==> config.mk <==
export PLATFORM = sky130hd
export DESIGN_NAME = enemy_hit_detector
export DESIGN_NICKNAME = d
export VERILOG_FILES = /design/src/rtl/enemy_pkg.sv /design/src/rtl/lfsr16.sv /design/src/rtl/enemy_hit_detector.sv
export SDC_FILE = /design/constraint.sdc
export NUM_CORES = 1
export LEC_CHECK = 0
export CAP_MARGIN = 25
export CORE_MARGIN = 2
export CORE_UTILIZATION = 31
export DETAILED_ROUTE_END_ITERATION = 10
export HOLD_SLACK_MARGIN = 0.15
export PLACE_DENSITY = 0.62
export RECOVER_POWER = 25
export SYNTH_ARGS = -nofsm -noshare
export SYNTH_HDL_FRONTEND = slang
export SYNTH_SLANG_ARGS = --single-unit
==> constraint.sdc <==
create_clock -name clk -period 5.1 [get_ports clk]
set_input_delay 0.765 -clock clk [delete_from_list [all_inputs] [get_ports clk]]
set_output_delay 0.765 -clock clk [all_outputs]
set_load 0.005 [all_outputs]
==> src/rtl/enemy_pkg.sv <==
// rtl/enemy_pkg.sv - shared edge codes, FSM state type and sprite defaults for the enemy blocks
package enemy_pkg;

    typedef logic [3:0] edge_t;

    localparam edge_t EDGE_NONE   = 4'b0000;
    localparam edge_t EDGE_LEFT   = 4'b1000;
    localparam edge_t EDGE_TOP    = 4'b0100;
    localparam edge_t EDGE_RIGHT  = 4'b0010;
    localparam edge_t EDGE_BOTTOM = 4'b0001;

    localparam int DEF_OBJ_W = 32;
    localparam int DEF_OBJ_H = 32;

    typedef enum logic [1:0] {
        ST_COLLECT,
        ST_RESOLVE,
        ST_REPORT,
        ST_WAIT
    } hit_state_t;

    // Counter scan order is B, T, R, L so that strict ">" gives the tie priority.
    function automatic edge_t scan_edge(input logic [1:0] idx);
        case (idx)
            2'd0:    return EDGE_BOTTOM;
            2'd1:    return EDGE_TOP;
            2'd2:    return EDGE_RIGHT;
            default: return EDGE_LEFT;
        endcase
    endfunction

    function automatic logic [7:0] sat_inc(input logic [7:0] v);
        return (v == 8'hFF) ? v : v + 8'd1;
    endfunction

endpackage

==> src/rtl/lfsr16.sv <==
// rtl/lfsr16.sv - 16-bit Fibonacci LFSR, x^16+x^14+x^13+x^11+1, advances when step is high
module lfsr16 #(
    parameter logic [15:0] SEED = 16'hACE1
) (
    input  logic        clk,
    input  logic        rst,
    input  logic        step,
    output logic [15:0] state
);

    logic feedback;

    assign feedback = state[0] ^ state[2] ^ state[3] ^ state[5];

    always_ff @(posedge clk or posedge rst) begin
        if (rst) begin
            state <= SEED;
        end else if (step) begin
            state <= {feedback, state[15:1]};
        end
    end

endmodule

==> src/rtl/enemy_hit_detector.sv <==
// rtl/enemy_hit_detector.sv - per-frame enemy/obstacle edge hit classifier with collision pulse
// Macro ENEMY_HIT_LFSR_EN selects an LFSR random bit; otherwise random toggles every frame.
module enemy_hit_detector
    import enemy_pkg::*;
#(
    parameter int          OBJ_W       = DEF_OBJ_W,
    parameter int          OBJ_H       = DEF_OBJ_H,
    parameter int          EDGE_W      = 4,
    parameter int          REPORT_LINE = 470,
    parameter int          REPORT_COL  = 0,
    parameter logic [15:0] LFSR_SEED   = 16'hACE1
) (
    input  logic               clk,
    input  logic               reset,
    input  logic               startOfFrame,
    input  logic [10:0]        pixelX,
    input  logic [10:0]        pixelY,
    input  logic signed [10:0] topLeftX,
    input  logic signed [10:0] topLeftY,
    input  logic               enemyDR,
    input  logic               obstacleDR,
    output logic               collision,
    output edge_t              HitEdgeCode,
    output logic               random
);

    localparam logic signed [10:0] BAND   = 11'(EDGE_W);
    localparam logic signed [10:0] RIGHT0 = 11'(OBJ_W - EDGE_W);
    localparam logic signed [10:0] BOT0   = 11'(OBJ_H - EDGE_W);

    hit_state_t        state;
    logic [1:0]        idx;
    edge_t             best;
    logic [7:0]        best_cnt;
    logic [7:0]        cnt [4];

    logic signed [10:0] off_x;
    logic signed [10:0] off_y;
    logic               hit;
    logic               trigger;
    logic [3:0]         band;
    logic               cand_gt;
    logic [7:0]         cand_cnt;
    edge_t              cand_edge;

    assign off_x = $signed(pixelX) - topLeftX;
    assign off_y = $signed(pixelY) - topLeftY;
    assign hit   = enemyDR && obstacleDR && (state == ST_COLLECT);
    assign trigger = (pixelY == 11'(REPORT_LINE)) && (pixelX == 11'(REPORT_COL));

    // Bands indexed in scan order; negative offsets belong to no band.
    assign band[0] = off_y >= BOT0;
    assign band[1] = !off_y[10] && (off_y < BAND);
    assign band[2] = off_x >= RIGHT0;
    assign band[3] = !off_x[10] && (off_x < BAND);

    assign cand_gt   = cnt[idx] > best_cnt;
    assign cand_cnt  = cand_gt ? cnt[idx] : best_cnt;
    assign cand_edge = cand_gt ? scan_edge(idx) : best;

    always_ff @(posedge clk or posedge reset) begin
        if (reset) begin
            state       <= ST_COLLECT;
            idx         <= 2'd0;
            best        <= EDGE_NONE;
            best_cnt    <= 8'd0;
            collision   <= 1'b0;
            HitEdgeCode <= EDGE_NONE;
            for (int i = 0; i < 4; i++) cnt[i] <= 8'd0;
        end else if (startOfFrame) begin
            state     <= ST_COLLECT;
            idx       <= 2'd0;
            collision <= 1'b0;
            for (int i = 0; i < 4; i++) cnt[i] <= 8'd0;
        end else begin
            collision <= 1'b0;
            case (state)
                ST_COLLECT: begin
                    if (hit) begin
                        for (int i = 0; i < 4; i++) begin
                            if (band[i]) cnt[i] <= sat_inc(cnt[i]);
                        end
                    end
                    if (trigger) begin
                        state    <= ST_RESOLVE;
                        idx      <= 2'd0;
                        best     <= EDGE_NONE;
                        best_cnt <= 8'd0;
                    end
                end
                ST_RESOLVE: begin
                    best     <= cand_edge;
                    best_cnt <= cand_cnt;
                    idx      <= idx + 2'd1;
                    // Outputs are registered on the last compare so they are valid during REPORT.
                    if (idx == 2'd3) begin
                        state       <= ST_REPORT;
                        collision   <= (cand_cnt != 8'd0);
                        HitEdgeCode <= (cand_cnt != 8'd0) ? cand_edge : EDGE_NONE;
                    end
                end
                ST_REPORT: state <= ST_WAIT;
                default:   state <= ST_WAIT;
            endcase
        end
    end

`ifdef ENEMY_HIT_LFSR_EN
    logic [15:0] lfsr_state;
    logic        unused_lfsr;

    lfsr16 #(.SEED(LFSR_SEED)) u_lfsr (
        .clk   (clk),
        .rst   (reset),
        .step  (startOfFrame),
        .state (lfsr_state)
    );

    assign unused_lfsr = ^{lfsr_state[15:2], lfsr_state[0]};

    // Bit 1 of the current state becomes bit 0 after this step.
    always_ff @(posedge clk or posedge reset) begin
        if (reset) begin
            random <= 1'b0;
        end else if (startOfFrame) begin
            random <= lfsr_state[1];
        end
    end
`else
    logic unused_seed;

    assign unused_seed = ^LFSR_SEED;

    always_ff @(posedge clk or posedge reset) begin
        if (reset) begin
            random <= 1'b0;
        end else if (startOfFrame) begin
            random <= ~random;
        end
    end
`endif

endmodule

=== Word-level counts from Yosys, hierarchy flattened ===
Index checks and enable logic that the tools add are counted.

* Bits of input ports: 49
* Logic and storage cells: 102
* Output and inout port bits: 6
* Register bits: 54

* Eq/ne operators: 16
* Bitwise operators: 3
* Reduce and logical (&&, ||, !) cells: 27
* Multiplexer cells: 32
* $lt $le $gt $ge: 6
* $add $sub $neg: 7

{| class="wikitable"
|+ Operator list
! cell !! number
|-
| $mux 32 || 3
|-
| $mux 8 || 12
|-
| $add 8x1->8 const B || 4
|-
| $eq 8x8->1 const B || 4
|-
| $ge 11x6->1 const B || 2
|-
| $lt 11x4->1 const B || 2
|-
| $sub 11x11->11 || 2
|-
| $bmux 8 s2 || 1
|-
| $pmux 8 s2 || 1
|-
| $reduce_and 4->1 || 4
|-
| $reduce_bool 2->1 || 7
|-
| $mux 4 || 3
|-
| $pmux 4 s3 || 1
|-
| $eq 11x9->1 const B || 1
|-
| $logic_not 11->1 || 1
|-
| $mux 2 || 5
|-
| $ne 2x2->1 const B || 5
|-
| $gt 8x8->1 || 1
|-
| $pmux 2 s2 || 2
|-
| $pmux 4 s2 || 1
|-
| $reduce_bool 8->1 || 1
|-
| $ne 3x3->1 const B || 2
|-
| $reduce_and 3->1 || 2
|-
| $logic_and 1x1->1 || 5
|-
| 11 further kinds || 19
|}

=== Logic depth before layout (Yosys ltp) ===
Gate-level depths: netlist of the first run.

* Depth in word-level cells: 10
* Mapped depth: 13
* Depth with buffers taken out: 11

=== Least setup slack after synthesis of the first run ===
Ideal clock, no wire load.

* Kind: reg-to-reg
* From: reg idx[0]
* To: reg HitEdgeCode[0]
* Setup time: 134 ps
* Required time: 4966 ps
* Cell stages (with the launch flop): 13
* Arrival time: 3468 ps
* Path buffers: 2
* Clock period less this slack: 3602 ps
* Path slack: 1498 ps
* Cells stage by stage: dfrtp_1 buf_1 mux4_2 ha_1 nor2b_1 o211ai_1 a211o_1 nand2_1 buf_1 mux2i_1 nand4_1 o21bai_1 o21ai_0

* Word-level cells in the longest chain between the ends: 8
* Elaborated cells on any way between the ends: 15
* Classes of those cells: order compare (1); eq/ne (3); mux (7); bitwise (1); reduce/logical (3)

{| class="wikitable"
|+ RTL lines
! what !! line !! RTL
|-
| start: declaration || enemy_hit_detector.sv:32 || <nowiki>logic [1:0] idx;</nowiki>
|-
| start signal: assignment || enemy_hit_detector.sv:94 || <nowiki>idx <= idx + 2'd1;</nowiki>
|-
| $not 2->3 (implied by the code) || enemy_hit_detector.sv:57, enemy_hit_detector.sv:58 ||
|-
| $bmux 8 s2 || enemy_hit_detector.sv:57, enemy_hit_detector.sv:58 ||
|-
| $mux 8 (implied by the code) (2 in a row) || enemy_hit_detector.sv:57, enemy_hit_detector.sv:58 ||
|-
| $gt 8x8->1 || enemy_hit_detector.sv:57 || <nowiki>assign cand_gt = cnt[idx] > best_cnt;</nowiki>
|-
| $mux 8 || enemy_hit_detector.sv:58 || <nowiki>assign cand_cnt = cand_gt ? cnt[idx] : best_cnt;</nowiki>
|-
| $reduce_bool 8->1 || enemy_hit_detector.sv:99 || <nowiki>HitEdgeCode <= (cand_cnt != 8'd0) ? cand_edge : EDGE_NONE;</nowiki>
|-
| $mux 4 || enemy_hit_detector.sv:99 ||
|-
| end signal: assignment || enemy_hit_detector.sv:99 ||
|-
| end: declaration || enemy_hit_detector.sv:23 || <nowiki>output edge_t HitEdgeCode,</nowiki>
|}

Parallel ways exist; a longest one is shown, timed or not. The select of a mux whose other input is x is not followed.
A chain may end at the register's enable or synchronous reset.

=== Worst setup path after layout of the first run ===
* From: in pixelY[0]
* To: reg cnt[20] in the netlist's numbering

* Word-level cells in the longest chain between the ends: 5
* Elaborated cells on any way between the ends: 6
* Classes of those cells: add/sub (1); order compare (1); reduce/logical (4)

{| class="wikitable"
|+ RTL lines
! what !! line !! RTL
|-
| start: declaration || enemy_hit_detector.sv:17 || <nowiki>input logic [10:0] pixelY,</nowiki>
|-
| $sub 11x11->11 (*) || enemy_hit_detector.sv:47 || <nowiki>assign off_y = $signed(pixelY) - topLeftY;</nowiki>
|-
| $lt 11x4->1 / $logic_not 1->1 (equally long branches) || enemy_hit_detector.sv:53 || <nowiki>assign band[1] = !off_y[10] && (off_y < BAND);</nowiki>
|-
| $logic_and 1x1->1 (*) || enemy_hit_detector.sv:53 ||
|-
| $reduce_bool 2->1 (no source line) (*) || n/a ||
|-
| $reduce_and 4->1 (no source line) (*) || n/a ||
|-
| end signal: indexed assignment || enemy_hit_detector.sv:81 || <nowiki>if (band[i]) cnt[i] <= sat_inc(cnt[i]);</nowiki>
|-
| end: declaration || enemy_hit_detector.sv:35 || <nowiki>logic [7:0] cnt [4];</nowiki>
|}

Every way passes the cells marked *; elsewhere a longest branch is shown, timed or not.

==> results.yml, run 1 <==
outcome:
  status: "finished, violations left"
  failed_checks: "max-capacitance violations, max-slew violations"
grt:
  grt_max_degree: 55
  met3_usage_pct: 2.25
  antenna_found_initial: 0
  grtUsageMet2_pct: 25.1
  global_route.usage.met1_pct: 19.8
  grtUsageTotal_pct: 14.7
  grt_pass1_wl_um: 17700
  grt.overflow.total: 0
  busiest_layer: "met2"
  grt_pass1_vias: 3753
cts:
  path_clk_slew_ns: 0.07
  cts_setup_buffers: 0
  cts-buffers-inserted: 5
  clock_sinks: 54
  cts_hold_buf: 0
  cts_tree: "done"
  ctsLongestPathBuffers: 2
  htree_levels: 2
  clock_latency_ns: 0.30
  clockRootBuffer: "clkbuf_16"
  cts_resized: 0
critical_path:
  arrival_ns: 4.07
  crit_path_end_kind: "register"
  crit_chain: "clkdlybuf4s50_1 -> inv_1 -> ha_1 -> fa_1 -> nor2b_1 -> o31a_1 -> nand3b_1 -> o211ai_1 -> nor4_1 -> nand4_1 -> or3_1 -> a21oi_1"
  crit_fanout: 14
  worstPathRequired_ns: 5.29
  cp-start-kind: "input port"
  cpPeakStageDelay_ns: 0.53
  critPathKind: "input port to register"
  rrSetupSlack_ns: 1.27
  cp_slowest_cell: "nand4_1"
floorplan:
  die_x_um: 122
  fp.dieH_um: 122
  core_um2: 13800
  rows: 43
  io_pins: 55
  start_util_pct: 31.4
  dieArea_um2: 14900
final_layout:
  final_cell_mix: "dfrtp_1, clkdlybuf4s50_1, inv_1, ha_1, nor2_1"
  fillCellCount: 1409
  regArea_um2: 1350
  mostFrequentLayoutCell: "dfrtp_1"
  antenna_cells: 0
  syn_to_final_growth_pct: 20.0
  fin_nets: 618
  multi_input_area_um2: 2760
  drive_gt1_share_pct: 5.46
yosys:
  synth_warnings: 0
  synth_edf_count: 0
  synthArstFlopShare_pct: 100
  synthCells: 480
  yosysSeqAreaShare_pct: 31.3
  synth_top_area_share_pct: 31.3
  syn_avg_cell_area_um2: 9.01
  ys_types: 60
  synth-seq-cells: 54
  syn_area_um2: 4320
  synth_flop_cell: "dfrtp_1"
  synthTopCellsByArea: "dfrtp_1, ha_1, mux4_2"
  synth_fp_nets: 568
  yosys.area.top_type: "dfrtp_1"
place:
  io_buffers: 54
  gp_congestion: 0.874
  dp_hpwl_um: 8110
  preCtsSetupSlack_ns: 0.956
drt:
  totalWireLength_um: 10500
  drc: 0
  vias: 3771
  post_drt_wl_per_cell_um: 14.7
  ant_nets: 0
  drtIter0Drc: 225
  firstDrtPassIters: 5
  vias_per_cell: 5.30
sta:
  skew_ns: 0.0133
  finalCriticalPeriod_ns: 3.88
  rsz0062_at_grt: "no"
  post-route-period-util_pct: 76.1
  max_slew_margin_pct: -96.8
  clock.fmax_mhz: 258
  setup_viol: 0
  tightestPinTransition_ns: 2.95
  setup_tns_ns: 0
  setup_slack_ns: 1.22
  final_max_slew_viol_count: 99
  hold_violations: 0
  whs_ns: 0.467
pwr:
  p_comb_share_pct: 24.3
  swShare_pct: 28.2
  ir_drop_mv: 0.113
  power.density_cell_area_nw_per_um2: 198
  p_clk_share_pct: 32.8
  total_power_uw: 1030
  power_frac_seq_pct: 42.9
  p_int_uw: 738
  cellLeakagePower_uw: 0.00220
  switchingPower_uw: 290
min_path:
  hp-class: "register to register"
job:
  maxCapViolations: 2
[metrics by stage]
stage          area, um2  cells  util [%]
4_1_cts             5200    711      37.7
2_1_floorplan       4320    480         -
6_report            5190    711      37.7
3_5_place_dp        5050    703      36.7
3_3_place_gp        5050    703      36.7
5_1_grt             5190    711      37.7
[Yosys cell counts, types with 2 or more instances]
master,n
ha_1,37
nand4_1,16
xnor2_1,14
nand2b_1,5
mux2_2,4
o21ba_2,2
o22ai_1,2
dfrtp_1,54
nor4_1,6
o21bai_1,2
and3_1,11
a2111oi_0,2
nor2b_1,9
nor3b_1,2
a21oi_1,26
or4_1,3
o21a_1,8
o31a_1,5
a22o_1,5
xor2_1,11
mux4_2,8
o211ai_1,3
a211o_1,3
and3b_1,2
fa_1,2
nor2_1,36
a31oi_1,3
buf_1,2
nand4b_1,3
and4_1,2
clkbuf_1,10
a21o_1,2
mux2i_1,16
and2_1,5
o21ai_0,29
nand2_1,31
nand3_1,12
a211oi_1,3
o31ai_1,2
or3_1,7
a41o_1,3
a31o_2,3
inv_1,43
nor3_1,10
[sequential cells by signal (all words and copies together) (netlist names)]
name and flops:
cnt 32, HitEdgeCode 4, best_cnt 8, random 1, collision 1, best 4
state 2, idx 2
[metal layers]
layer	vias to the layer above	wire length, um
met3	11	427
met5	-	0
li1	1848	-
met4	0	136
met1	1817	4900
met2	95	5000
[cell type report]
class                   instances  area share, %
repair buffers                 56           10.6
multi-input cells             370           53.2
clock inverters                 2          0.265
clock buffers                   6           2.48
well taps                     180           4.34
flip-flops and latches         54           26.0
inverters                      43           3.11
[cells by family (layout without fill, tap and decap cells)]
group / Yosys count / in the layout / synth area share [%]
flops: 54 / 54 / 31.3
compound gates: 112 / 112 / 17.7
fa+ha+maj: 39 / 39 / 11.6
mux: 28 / 28 / 8.91
buf+inv: 56 / 107 / 4.89
xor+xnor: 25 / 25 / 5.06
simple gates: 166 / 166 / 20.5
[worst paths after layout]
check	start	cells after the start	endpoint
min reg2reg	random	1	random
max in group asynchronous	reset	3	best_cnt[2]
max	pixelY[0]	12	cnt[20]
min	random	1	random
max reg2reg	idx[0]	10	HitEdgeCode[2]
min in group asynchronous	reset	3	cnt[14]
[worst max-delay path: cells and delay by family]
family	cells	cell delay, ns
adders and majority gates	2	0.64
buffers and inverters	2	0.51
AOI/OAI and AO/OA	3	0.45
and+or+nand+nor	5	1.70
[power groups by stage]
stage / Combinational, uW / Sequential [uW] / Clock (uW)
3_5_place_dp: 249 / 449 / 0
4_1_cts: 250 / 441 / 342
6_report: 250 / 441 / 337
5_1_grt: 275 / 442 / 363
3_3_place_gp: 244 / 449 / 0
2_1_floorplan: 163 / 448 / 0
(Power assumes the default switching activity.)
==> run 2, diff against run 1 <==
--- a/config.mk
+++ b/config.mk
@@ -10,7 +10,7 @@
 export CORE_UTILIZATION = 31
 export DETAILED_ROUTE_END_ITERATION = 10
 export HOLD_SLACK_MARGIN = 0.15
-export PLACE_DENSITY = 0.62
+export PLACE_DENSITY = 0.64
 export RECOVER_POWER = 25
 export SYNTH_ARGS = -nofsm -noshare
 export SYNTH_HDL_FRONTEND = slang
==> constraint.sdc (replaced) <==
create_clock -name clk -period 3.2 [get_ports clk]
set_input_delay 0.48 -clock clk [delete_from_list [all_inputs] [get_ports clk]]
set_output_delay 0.48 -clock clk [all_outputs]
set_load 0.005 [all_outputs]
==> results.yml, run 2 (same netlist as run 1, synthesis figures left out) <==
final_layout:
  regArea_um2: 1350
  drive_gt1_share_pct: 20.1
  final_cells: 771
  largest_reg_flops: 32
  top_regs: "cnt x32, best_cnt x8"
  largest-register: "cnt"
  antenna_cells: 0
  fillCellCount: 1316
  post-route-util_pct: 42.8
  fin_nets: 678
  syn_to_final_growth_pct: 36.2
  final_cell_mix: "buf_4, dfrtp_1, clkdlybuf4s50_1, inv_1, nor2_1"
  multi_input_area_um2: 2920
  mostFrequentLayoutCell: "buf_4"
min_path:
  hp-class: "register to register"
  min_to: "random"
  hold-path-cell-count: 1
  hold_start: "random"
pwr:
  p_comb_share_pct: 26.8
  switchingPower_uw: 516
  p_clk_share_pct: 35.0
  total_power_uw: 1840
  cellLeakagePower_uw: 0.00259
  power.density_cell_area_nw_per_um2: 313
  ir_drop_mv: 0.184
  swShare_pct: 28.0
  p_int_uw: 1330
  power_frac_seq_pct: 38.2
cts:
  clock_sinks: 54
  cts_tree: "done"
  cts-buffers-inserted: 5
  clock_latency_ns: 0.30
  htree_levels: 2
  path_clk_slew_ns: 0.08
  clockRootBuffer: "clkbuf_16"
  ctsLongestPathBuffers: 2
critical_path:
  arrival_ns: 3.28
  crit_fanout: 7
  crit_family: "compound AO/OA/AOI/OAI gates"
  crit_chain: "clkdlybuf4s50_1 -> inv_1 -> ha_1 -> o21a_1 -> o31a_1 -> o31a_1 -> or3_4 -> a2111oi_4 -> buf_6 -> a21oi_4 -> nand2_1 -> mux2_2"
  cp-start-kind: "input port"
  critPathKind: "input port to register"
  worstPathRequired_ns: 3.39
  cp_slowest_cell: "clkdlybuf4s50_1"
  path_buf_inv: 3
  rr_worst_depth: 14
  rrSetupSlack_ns: 0.14
  timing.rr.end: "HitEdgeCode[2]"
  crit_path_end_kind: "register"
  cpPeakStageDelay_ns: 0.45
  cp_common_cell: "o31a_1"
  timing.rr.start: "idx[0]"
floorplan:
  die_x_um: 122
  fp.dieH_um: 122
  core_um2: 13800
  dieArea_um2: 14900
  io_pins: 55
  start_util_pct: 31.4
  rows: 43
drt:
  drtIter0Drc: 243
  drc: 0
  vias: 4091
  firstDrtPassIters: 4
  totalWireLength_um: 11500
  ant_nets: 0
  vias_per_cell: 5.31
  post_drt_wl_per_cell_um: 14.9
sta:
  skew_ns: 0.00917
  setup_slack_ns: 0.111
  hold_violations: 0
  clock.fmax_mhz: 324
  max_slew_margin_pct: 7.96
  setup_viol: 0
  tightestPinTransition_ns: 1.38
  finalCriticalPeriod_ns: 3.09
  final_max_slew_viol_count: 0
  post-route-period-util_pct: 96.5
  whs_ns: 0.489
grt:
  antenna_found_initial: 0
  grt_pass1_vias: 3935
  grtUsageTotal_pct: 15.1
  grt_pass1_wl_um: 18300
  grt_max_degree: 55
  grt.overflow.total: 0
place:
  io_buffers: 54
  dp_hpwl_um: 8620
  preCtsSetupSlack_ns: -0.318
  dp_cells: 756
  gp_congestion: 0.890
job:
  maxCapViolations: 0
outcome:
  status: "complete, no violations"
run 2: cell types whose count changed in the layout (fill, tap and decap cells not counted), sizes merged:
cell and change:
inv +1, bufinv +1, buf +61, dlymetal6s2s +7
clkbuf -2, clkinvlp +1, clkdlybuf4s50 -7, clkinv -2
run 2: repair_timing:
item	CTS	global route
hold buffers	0	0
gates cloned	0	1
gates resized for setup	1	50
setup endpoints to repair	1	34
setup buffers	0	6
pin swaps	0	19
run 2: how the worst max path moves through the flow:
| stage | from | slack (ns) | cells past startpoint | to |
|---|---|---|---|---|
| after global placement | pixelY[0] | -0.28 | 12 | cnt[24] |
| after CTS | pixelY[0] | 0.01 | 13 | cnt[30] |
| after floorplan | idx[0] | 0.02 | 12 | HitEdgeCode[0] |
| final | topLeftX[3] | 0.11 | 12 | cnt[10] |
| after detailed placement | pixelY[0] | -0.32 | 12 | cnt[24] |
| after global routing | topLeftY[1] | -0.03 | 11 | cnt[28] |
run 2: final cells by class:
cell class | count | share of cell area [%]
tap | 180 | 3.82
multi-input combinational | 370 | 49.6
clock inverter | 3 | 0.829
timing repair buffer | 116 | 17.9
sequential | 54 | 23.0
inverter | 43 | 2.74
clock buffer | 5 | 2.12
run 2: power groups by stage:
stage / Sequential, uW / Combinational [uW] / Clock [uW]
after global routing: 705 / 540 / 683
after CTS: 704 / 468 / 658
after detailed placement: 717 / 466 / 0
after floorplan: 714 / 260 / 0
final: 703 / 493 / 646
after global placement: 716 / 455 / 0
run 2: routing by layer:
layer | track usage (%) | part of all wire (%) | vias up
met3 | 1.92 | 3.9 | 22
met4 | 5.53 | 2.4 | 0
li1 | - | - | 1965
met5 | 0 | 0 | -
met1 | 19.8 | 45 | 2016
met2 | 25.6 | 49 | 88
run 2: metrics by stage:
stage | instance area, um2 | TNS [ns]
2_1_floorplan | 4330 | 0
5_1_grt | 5890 | -0.140
3_5_place_dp | 5470 | -6.76
4_1_cts | 5640 | 0
6_report | 5890 | 0
3_3_place_gp | 5470 | -5.43
run 2: worst reg2reg max path: stages (launching register included):
cell      delay, ns
dfrtp_1        0.37
buf_12         0.14
buf_6          0.13
mux4_2         0.53
inv_1          0.07
ha_1           0.22
nand4_1        0.11
nor2_1         0.05
a211o_1        0.25
nand2_2        0.10
buf_8          0.14
mux2i_2        0.25
nand4_1        0.21
o21bai_4       0.24
o21ai_0        0.11
